===== src/rtl/mips_ras_pkg.sv =====
// Shared definitions for the return-address stack: default depth, op encoding and
// the MIPS call/return decode constants used by the IF-stage caller.
package mips_ras_pkg;

  localparam int unsigned RasDepthDefault = 8;

  typedef enum logic [1:0] {
    RasOpNone    = 2'b00,
    RasOpPop     = 2'b01,
    RasOpPush    = 2'b10,
    RasOpPushPop = 2'b11
  } ras_op_e;

  localparam logic [5:0] FuncJr    = 6'h08;
  localparam logic [5:0] FuncJalr  = 6'h09;
  localparam logic [5:0] OpcodeJal = 6'h03;

  function automatic ras_op_e ras_op(input logic push, input logic pop);
    return ras_op_e'({push, pop});
  endfunction

endpackage


===== src/rtl/mips_ras_undo.sv =====
// One-deep undo record for the RAS: prior pointer/count plus the entry a stack op
// overwrote, so a squash from ID can roll back the youngest speculative op.
module mips_ras_undo #(
  parameter int unsigned PTR_WIDTH  = 3,
  parameter int unsigned ADDR_WIDTH = 32
) (
  input  logic                  clk,
  input  logic                  reset,
  input  logic                  capture,
  input  logic [PTR_WIDTH-1:0]  cap_tos,
  input  logic [PTR_WIDTH:0]    cap_count,
  input  logic [PTR_WIDTH-1:0]  cap_idx,
  input  logic [ADDR_WIDTH-1:0] cap_data,
  output logic                  valid,
  output logic [PTR_WIDTH-1:0]  tos,
  output logic [PTR_WIDTH:0]    count,
  output logic [PTR_WIDTH-1:0]  idx,
  output logic [ADDR_WIDTH-1:0] data
);

  // Any cycle that does not capture (idle or squash) retires the record.
  always_ff @(posedge clk or posedge reset) begin
    if (reset) begin
      valid <= 1'b0;
      tos   <= '0;
      count <= '0;
      idx   <= '0;
      data  <= '0;
    end else begin
      valid <= capture;
      if (capture) begin
        tos   <= cap_tos;
        count <= cap_count;
        idx   <= cap_idx;
        data  <= cap_data;
      end
    end
  end

endmodule


===== src/rtl/mips_ras.sv =====
// Return-address stack predicting JR $31 targets in IF; circular buffer with
// wrap-around overwrite and single-op undo for squashes from ID.
module mips_ras
  import mips_ras_pkg::*;
#(
  parameter int unsigned DEPTH      = RasDepthDefault,
  parameter int unsigned ADDR_WIDTH = 32,
  parameter int unsigned PTR_WIDTH  = $clog2(DEPTH)
) (
  input  logic                  clk,
  input  logic                  reset,
  input  logic                  push_i,
  input  logic [ADDR_WIDTH-1:0] push_addr_i,
  input  logic                  pop_i,
  input  logic                  squash_i,
  output logic                  pred_valid_o,
  output logic [ADDR_WIDTH-1:0] pred_addr_o,
  output logic [PTR_WIDTH:0]    count_o,
  output logic                  overflow_o,
  output logic                  underflow_o
);

  localparam logic [PTR_WIDTH:0] CountMax = (PTR_WIDTH + 1)'(DEPTH);

  logic [ADDR_WIDTH-1:0] mem_q [DEPTH];
  logic [PTR_WIDTH-1:0]  tos_q, tos_d;
  logic [PTR_WIDTH:0]    count_q, count_d;
  logic                  overflow_q, overflow_d;
  logic                  underflow_q, underflow_d;

  logic                  mem_we;
  logic [PTR_WIDTH-1:0]  mem_idx;
  logic [ADDR_WIDTH-1:0] mem_wdata;

  logic                  undo_valid;
  logic [PTR_WIDTH-1:0]  undo_tos;
  logic [PTR_WIDTH:0]    undo_count;
  logic [PTR_WIDTH-1:0]  undo_idx;
  logic [ADDR_WIDTH-1:0] undo_data;

  ras_op_e op;
  logic    empty;
  logic    push_like;
  logic    capture;

  assign op        = ras_op(push_i, pop_i);
  assign empty     = (count_q == '0);
  // A push+pop on an empty stack behaves as a plain push.
  assign push_like = (op == RasOpPush) || (op == RasOpPushPop && empty);
  assign capture   = (push_i | pop_i) & ~squash_i;

  always_comb begin
    tos_d       = tos_q;
    count_d     = count_q;
    overflow_d  = overflow_q;
    underflow_d = underflow_q;
    mem_we      = 1'b0;
    mem_idx     = tos_q + 1'b1;
    mem_wdata   = push_addr_i;
    if (squash_i) begin
      if (undo_valid) begin
        tos_d     = undo_tos;
        count_d   = undo_count;
        mem_we    = 1'b1;
        mem_idx   = undo_idx;
        mem_wdata = undo_data;
      end
    end else if (push_like) begin
      tos_d  = tos_q + 1'b1;
      mem_we = 1'b1;
      if (count_q == CountMax) begin
        overflow_d = 1'b1;
      end else begin
        count_d = count_q + 1'b1;
      end
    end else if (op == RasOpPushPop) begin
      mem_we  = 1'b1;
      mem_idx = tos_q;
    end else if (op == RasOpPop) begin
      if (empty) begin
        underflow_d = 1'b1;
      end else begin
        tos_d   = tos_q - 1'b1;
        count_d = count_q - 1'b1;
      end
    end
  end

  always_ff @(posedge clk or posedge reset) begin
    if (reset) begin
      tos_q       <= '0;
      count_q     <= '0;
      overflow_q  <= 1'b0;
      underflow_q <= 1'b0;
    end else begin
      tos_q       <= tos_d;
      count_q     <= count_d;
      overflow_q  <= overflow_d;
      underflow_q <= underflow_d;
    end
  end

  always_ff @(posedge clk or posedge reset) begin
    if (reset) begin
      for (int i = 0; i < int'(DEPTH); i++) begin
        mem_q[i] <= '0;
      end
    end else if (mem_we) begin
      mem_q[mem_idx] <= mem_wdata;
    end
  end

  // Record the slot this op may write; a pop restores an untouched slot, which is harmless.
  mips_ras_undo #(
    .PTR_WIDTH  (PTR_WIDTH),
    .ADDR_WIDTH (ADDR_WIDTH)
  ) u_undo (
    .clk       (clk),
    .reset     (reset),
    .capture   (capture),
    .cap_tos   (tos_q),
    .cap_count (count_q),
    .cap_idx   (mem_idx),
    .cap_data  (mem_q[mem_idx]),
    .valid     (undo_valid),
    .tos       (undo_tos),
    .count     (undo_count),
    .idx       (undo_idx),
    .data      (undo_data)
  );

  assign pred_valid_o = ~empty;
  assign pred_addr_o  = mem_q[tos_q];
  assign count_o      = count_q;
  assign overflow_o   = overflow_q;
  assign underflow_o  = underflow_q;

endmodule

===== config.mk =====
export PLATFORM = sky130hd
export DESIGN_NAME = mips_ras
export DESIGN_NICKNAME = d
export VERILOG_FILES = /design/src/rtl/mips_ras_pkg.sv /design/src/rtl/mips_ras_undo.sv /design/src/rtl/mips_ras.sv
export SDC_FILE = /design/constraint.sdc
export NUM_CORES = 1
export LEC_CHECK = 0
export CORE_UTILIZATION = 45
export DETAILED_ROUTE_END_ITERATION = 10
export HOLD_SLACK_MARGIN = 0.1
export PLACE_DENSITY = 0.72
export SYNTH_ARGS = -nofsm -noshare
export SYNTH_HDL_FRONTEND = slang
export SYNTH_SLANG_ARGS = --single-unit

===== constraint.sdc =====
create_clock -name clk -period 12.84 [get_ports clk]
set_clock_uncertainty 0.15 [all_clocks]
set_input_delay 2.568 -clock clk [delete_from_list [all_inputs] [get_ports clk]]
set_output_delay 2.568 -clock clk [all_outputs]
set_load 0.03 [all_outputs]

==> results of run 1 <==
-- area by class of cell --
class	count	area (µm²)	area share (%)
repair buffers	98	936	5.31
flip-flops and latches	308	7720	43.8
well taps	448	561	3.18
clock buffers	50	1010	5.75
inverters	9	41.3	0.234
clock inverters	9	87.6	0.497
multi-input cells	1078	7270	41.2
-- sequential cells by signal, indices dropped and copies added, names as in the netlist --
register / count
u_undo.count: 4
underflow_o: 1
u_undo.data: 32
count_o: 4
u_undo.tos: 3
tos_q: 3
u_undo.idx: 3
mem_q: 256
overflow_o: 1
u_undo.valid: 1
-- path summary, 6_finish.rpt --
check | to | depth (start not counted) | from | slack [ns]
min in group asynchronous | mem_q[119]$_DFFE_PP0P_ | 2 | reset | 2.46
max in group asynchronous | mem_q[39]$_DFFE_PP0P_ | 3 | reset | 8.54
max | pred_addr_o[17] | 4 | tos_q[0]$_DFFE_PP0P_ | 6.44
max reg2reg | mem_q[230]$_DFFE_PP0P_ | 11 | tos_q[0]$_DFFE_PP0P_ | 7.63
min reg2reg | underflow_o$_DFFE_PP0P_ | 1 | underflow_o$_DFFE_PP0P_ | 0.32
min | underflow_o$_DFFE_PP0P_ | 1 | underflow_o$_DFFE_PP0P_ | 0.32
-- cell usage in the layout, fill, tap and decap left out, types with 2 or more instances in the layout --
master,netlist,layout
nand2_1,313,311
a21oi_1,168,168
or2_2,3,3
nand3_1,5,3
a211oi_4,4,4
dfrtp_1,308,305
nor2_1,135,135
mux2_2,32,32
ha_1,4,4
clkdlybuf4s50_1,0,75
inv_1,8,6
nor3_1,4,3
clkinv_2,0,5
dfrtp_4,0,2
nor2b_1,2,2
clkbuf_1,62,8
xnor2_1,5,5
o221a_2,22,22
mux4_2,64,64
mux2i_1,67,67
a211oi_1,2,2
buf_4,4,22
and3_1,2,2
clkbuf_8,0,6
a32oi_1,65,65
nand3_2,2,4
o21ai_0,139,139
o221a_1,10,10
clkinv_1,1,2
nand2b_1,2,2
o21ai_1,4,4
clkbuf_16,0,36
-- worst max-delay path, cell delays in order, from the launching register on --
cell             delay (ns)
dfrtp_4                0.82
buf_4                  0.77
mux4_2                 0.60
mux2_2                 0.32
clkdlybuf4s50_1        0.61
-- cells by family (layout without fill, tap and decap cells) --
kind of cell    after synthesis  after routing  share of synthesized area, %
compound gates              430            430                          17.9
mux                         163            163                          15.9
fa+ha+maj                     5              5                         0.450
flops                       308            308                          49.5
xor+xnor                      5              5                         0.281
buf+inv                     135            166                          4.05
simple gates                475            475                          11.9
-- power groups by stage --
stage / clock network, mW / registers (mW) / logic, mW
after floorplan: 0 / 1.70 / 1.89
after global placement: 0 / 1.82 / 2.42
after detailed placement: 0 / 1.84 / 2.48
after CTS: 0.981 / 1.83 / 2.49
after global routing: 1.02 / 1.90 / 2.69
final: 0.965 / 1.84 / 2.48
-- layer usage --
metal / global-route usage [%] / wire length [µm]
met5: 0 / 0
met4: 6.63 / 879
met3: 4.06 / 2680
met2: 37.9 / 19200
met1: 31.4 / 17400
-- metrics by stage --
stage	utilization, %	area [µm²]
after detailed placement	48.9	16500
after CTS	52.2	17600
final	52.2	17600
after floorplan	-	15600
after global routing	52.2	17600
after global placement	48.9	16500
==> summary.txt, run 1 <==
Sinks on Clock Net -> 308
Number of synthesized register bits -> 308
Largest net degree at the start of global routing -> 198
Post-Syn Instances -> 1521
Library cells used by synthesis -> 53
Power, Total -> 5.28 mW
Synthesized cell area -> 0.0156 mm²
Number of setup violations in the final report -> 0
Post-route setup slack -> 6.44 ns
Share of the clock period used by the worst path after layout -> 49.9%
Global-route congestion overflow total -> 0
Number of endpoints with negative hold slack in the final report -> 0
Initial cell density of the core -> 46.1%
HP Class -> reg -> reg
Crit end category -> primary output
Later-pin clock latency in the skew report -> 0.52 ns
Signal arrival time at the worst endpoint -> 3.69 ns
Leakage component of the power -> 7.38 nW
Worst Setup Path Type -> reg -> out
Post-route ant nets -> 0
Worst-case clock buffer depth -> 3
Final Wtd Congestion -> 0.815
Hold buffer count at CTS -> 0
Buffers on Ports -> 75
DRC Markers -> 0
Final period demand of the worst path -> 6.40 ns
Worst-margin pin slew -> 1.07 ns
Number of buffers created by CTS -> 35
Die Area -> 0.0353 mm²
Clock H-tree levels -> 2
Vertical die dimension -> 188 µm
Synth area leader -> dfrtp_1
Clock Power Share -> 18.3%
IO Count -> 76
Max VDD drop -> 0.146 mV
Vias/cell -> 6.01
Number of post-CTS setup repair buffers -> 0
Initial detailed-routing violation count -> 979
DIE WIDTH -> 188 µm
Post-synthesis sequential area ratio -> 49.5%
WL per Instance -> 20.1 µm
Part of the power in combinational logic -> 47.0%
Placeable Area -> 0.0338 mm²
Global-route wire length before repair -> 65.1 mm
Library cell used as clock root buffer -> clkbuf_16
Fill count -> 2935
Req. time, crit path -> 10.12 ns
Post-Syn Area per Cell -> 10.2 µm²
Worst setup SP type -> flop
Via count of the first global-routing pass -> 11958
Fin cells -> 2000
Antenna violations before repair -> 1
Fin. max-slew vios -> 0
Number of placed cells counting well taps -> 1941
Yosys warnings -> 0
Max_slew headroom -> 28.6%
Share of flip-flops with an asynchronous set or reset after synthesis -> 100%
Fraction of synthesized cell area taken by the top area cell type -> 49.5%
Final TNS setup -> 0 ns
RSZ-0062 raised after global routing -> false
Final-stage net count -> 1572
Max Freq -> 0.156 GHz
Post-CTS clock slew at the launch and capture registers of the worst setup and hold paths -> 0.06 ns
Cell types occupying the most area after synthesis -> dfrtp_1, mux4_2, nand2_1, a21oi_1, o21ai_0
Net load switching power -> 2.14 mW
Outcome -> finished, final reports clean
Fin Hold WS -> 0.317 ns
Resized cells post-CTS -> 0
Switching part of the total power -> 40.5%
Synthesized Nets -> 1563
Layout Area Growth over Synthesis -> 13.2%
Ranking of synthesized cells by instance count -> nand2_1, dfrtp_1, a21oi_1, o21ai_0, nor2_1
Number of synthesized flops with an enable pin -> 0
Number of detailed-routing iterations run before antenna repair -> 6
Largest fanout of any net on the critical path -> 39
Cell area power density -> 300 mW/mm²
Number of rows in the core area -> 67
Post-detailed-routing wire length -> 40.2 mm
Design internal power -> 3.14 mW
Most frequently used flop master after synthesis -> dfrtp_1
Most common cell in the synthesized netlist -> nand2_1
Share of power burned in registers -> 34.7%
Total via count in the routed design -> 12011
Max-capacitance violation count -> 0
Sum of net half-perimeters after detailed placement -> 23.2 mm
Number of antenna cells inserted -> 0
Setup Slack @ Placement -> 6.38 ns
CTS tree -> yes
Total GRT Usage -> 23.1%
Share of layout cells above drive strength 1 -> 14.1%
No activity file was read; power rests on OpenSTA's default activity.
==> run 2, diff against run 1 <==
--- a/config.mk
+++ b/config.mk
@@ -8,7 +8,7 @@
 export CORE_UTILIZATION = 45
 export DETAILED_ROUTE_END_ITERATION = 10
 export HOLD_SLACK_MARGIN = 0.1
-export PLACE_DENSITY = 0.72
+export PLACE_DENSITY = 0.75
 export SYNTH_ARGS = -nofsm -noshare
 export SYNTH_HDL_FRONTEND = slang
 export SYNTH_SLANG_ARGS = --single-unit
==> constraint.sdc (replaced) <==
create_clock -name clk -period 5.65 [get_ports clk]
set_clock_uncertainty 0.15 [all_clocks]
set_input_delay 1.13 -clock clk [delete_from_list [all_inputs] [get_ports clk]]
set_output_delay 1.13 -clock clk [all_outputs]
set_load 0.03 [all_outputs]
==> run 2 against run 1 <==
Against the previous run: core utilization increased by 0.49 points; total power is 130% higher; global-route usage grew 0.21 points; via count is 0.54% higher; wire length grew 1.1%; register-to-register slack worse by 6.1 ns; first-iteration DRC count grew 25%; sequential power rose by 130%; cell count rose by 0.55%; hold slack gained 0.0097 ns.
==> summary.txt, run 2 (synthesized netlist as in run 1, its figures left out) <==
Number of placed cells counting well taps -> 1951
Req. time, crit path -> 4.37 ns
CTS tree -> yes
Part of the power in combinational logic -> 46.5%
Via count of the first global-routing pass -> 11964
Number of detailed-routing iterations run before antenna repair -> 6
Final Wtd Congestion -> 0.824
Library cell used as clock root buffer -> clkbuf_16
Share of layout cells above drive strength 1 -> 14.6%
WL per Instance -> 20.2 µm
Later-pin clock latency in the skew report -> 0.51 ns
Largest net degree at the start of global routing -> 158
Number of endpoints with negative hold slack in the final report -> 0
Layout Area Growth over Synthesis -> 14.2%
Number of rows in the core area -> 67
Share of power burned in registers -> 35.1%
Signal arrival time at the worst endpoint -> 3.51 ns
Worst-case clock buffer depth -> 3
Setup Slack @ Placement -> 1.10 ns
Placed Instance Area -> 0.0167 mm²
Max_slew headroom -> 38.2%
Number of post-CTS setup repair buffers -> 0
Number of antenna cells inserted -> 0
Largest fanout of any net on the critical path -> 46
Sum of net half-perimeters after detailed placement -> 23.9 mm
Fin cells -> 2011
Clock H-tree levels -> 2
Max-capacitance violation count -> 0
Hold buffer count at CTS -> 0
Clock Power Share -> 18.4%
Total via count in the routed design -> 12076
Commonest cells after routing, fill and taps aside -> nand2_1, dfrtp_1, a21oi_1
Post-route setup slack -> 0.855 ns
Global routing met1 resource utilization -> 33.0%
Number of setup violations in the final report -> 0
Initial detailed-routing violation count -> 1227
Leakage component of the power -> 7.48 nW
Total GRT Usage -> 23.3%
RSZ-0062 raised after global routing -> false
DIE WIDTH -> 188 µm
Die Area -> 0.0353 mm²
Worst setup SP type -> flop
Global-route wire length before repair -> 65.9 mm
Largest registers -> mem_q: 256 flops, u_undo.data: 32 flops
Switching part of the total power -> 40.4%
Fill count -> 2878
Share of the clock period used by the worst path after layout -> 84.9%
HP Class -> reg -> reg
Worst-margin pin slew -> 0.927 ns
Met2 Usage GRT -> 38.0%
Net load switching power -> 4.90 mW
Design internal power -> 7.24 mW
Post-CTS clock slew at the launch and capture registers of the worst setup and hold paths -> 0.05 ns
IO Count -> 76
Fin. max-slew vios -> 0
Placeable Area -> 0.0338 mm²
Most utilized layer in the global route result -> met2
Number of buffers created by CTS -> 34
Power, Total -> 12.1 mW
Max FFs per register -> 256
DRC Markers -> 0
Global-route congestion overflow total -> 0
Crit end category -> primary output
Initial cell density of the core -> 46.1%
Outcome -> finished, final reports clean
Final TNS setup -> 0 ns
Cell area power density -> 683 mW/mm²
Vias/cell -> 6.00
Final-stage net count -> 1581
Buffers on Ports -> 75
Final period demand of the worst path -> 4.79 ns
Most flop-heavy register -> mem_q
Met3 Use GR -> 3.20%
Max VDD drop -> 0.376 mV
Post-detailed-routing wire length -> 40.6 mm
Antenna violations before repair -> 0
Sinks on Clock Net -> 308
Resized cells post-CTS -> 0
Most common cell after layout, fill and taps aside -> nand2_1
Vertical die dimension -> 188 µm
Max Freq -> 0.209 GHz
Worst Setup Path Type -> reg -> out
Post-route ant nets -> 0
Finished layout cell area -> 0.0178 mm²
-- run 2: area by class of cell --
cell class                      instances  area (µm²)  share of cell area [%]
Clock buffer                           56        1090                    6.11
Clock inverter                          4        45.0                   0.253
Inverter                                9        37.5                   0.211
Multi-Input combinational cell       1078        7270                    40.9
Tap cell                              448         561                    3.15
Sequential cell                       308        7720                    43.4
Timing Repair Buffer                  108        1070                    6.04
-- run 2: critical path, stage by stage, from the launching register on --
cell	delay, ns
dfrtp_4	1.03
buf_4	0.47
mux4_2	0.56
mux2_2	0.32
clkdlybuf4s50_1	0.60
-- run 2: power groups by stage --
stage	Clock [mW]	Combinational (mW)	Sequential [mW]
after floorplan	0	4.29	3.87
after global placement	0	5.46	4.21
after detailed placement	0	5.63	4.27
after CTS	2.27	5.65	4.25
after global routing	2.36	6.13	4.42
final	2.23	5.65	4.26
-- run 2: worst paths after layout --
check | start | end | slack [ns] | depth (start not counted)
worst min register to register | u_undo.tos[2]$_DFFE_PP0P_ | u_undo.tos[2]$_DFFE_PP0P_ | 0.33 | 2
max in group asynchronous | reset | mem_q[113]$_DFFE_PP0P_ | 3.04 | 3
worst min-delay path | u_undo.tos[2]$_DFFE_PP0P_ | u_undo.tos[2]$_DFFE_PP0P_ | 0.33 | 2
worst max register to register | tos_q[0]$_DFFE_PP0P_ | mem_q[203]$_DFFE_PP0P_ | 1.50 | 9
min in group asynchronous | reset | mem_q[251]$_DFFE_PP0P_ | 0.99 | 2
worst max-delay path | tos_q[0]$_DFFE_PP0P_ | pred_addr_o[16] | 0.86 | 4
-- run 2: metal layers --
layer | wire [µm] | vias up | share of wire (%)
met4 | 563 | 0 | 1.4
met1 | 17500 | 6034 | 43
met2 | 19600 | 495 | 48
li1 | - | 5503 | -
met3 | 2960 | 44 | 7.3
met5 | 0 | - | 0
-- run 2: stage by stage --
stage	hold WS (ns)	util, %
2_1_floorplan	0.289	-
3_3_place_gp	0.301	49.3
3_5_place_dp	0.314	49.3
4_1_cts	0.328	52.6
5_1_grt	0.334	52.6
6_report	0.327	52.6
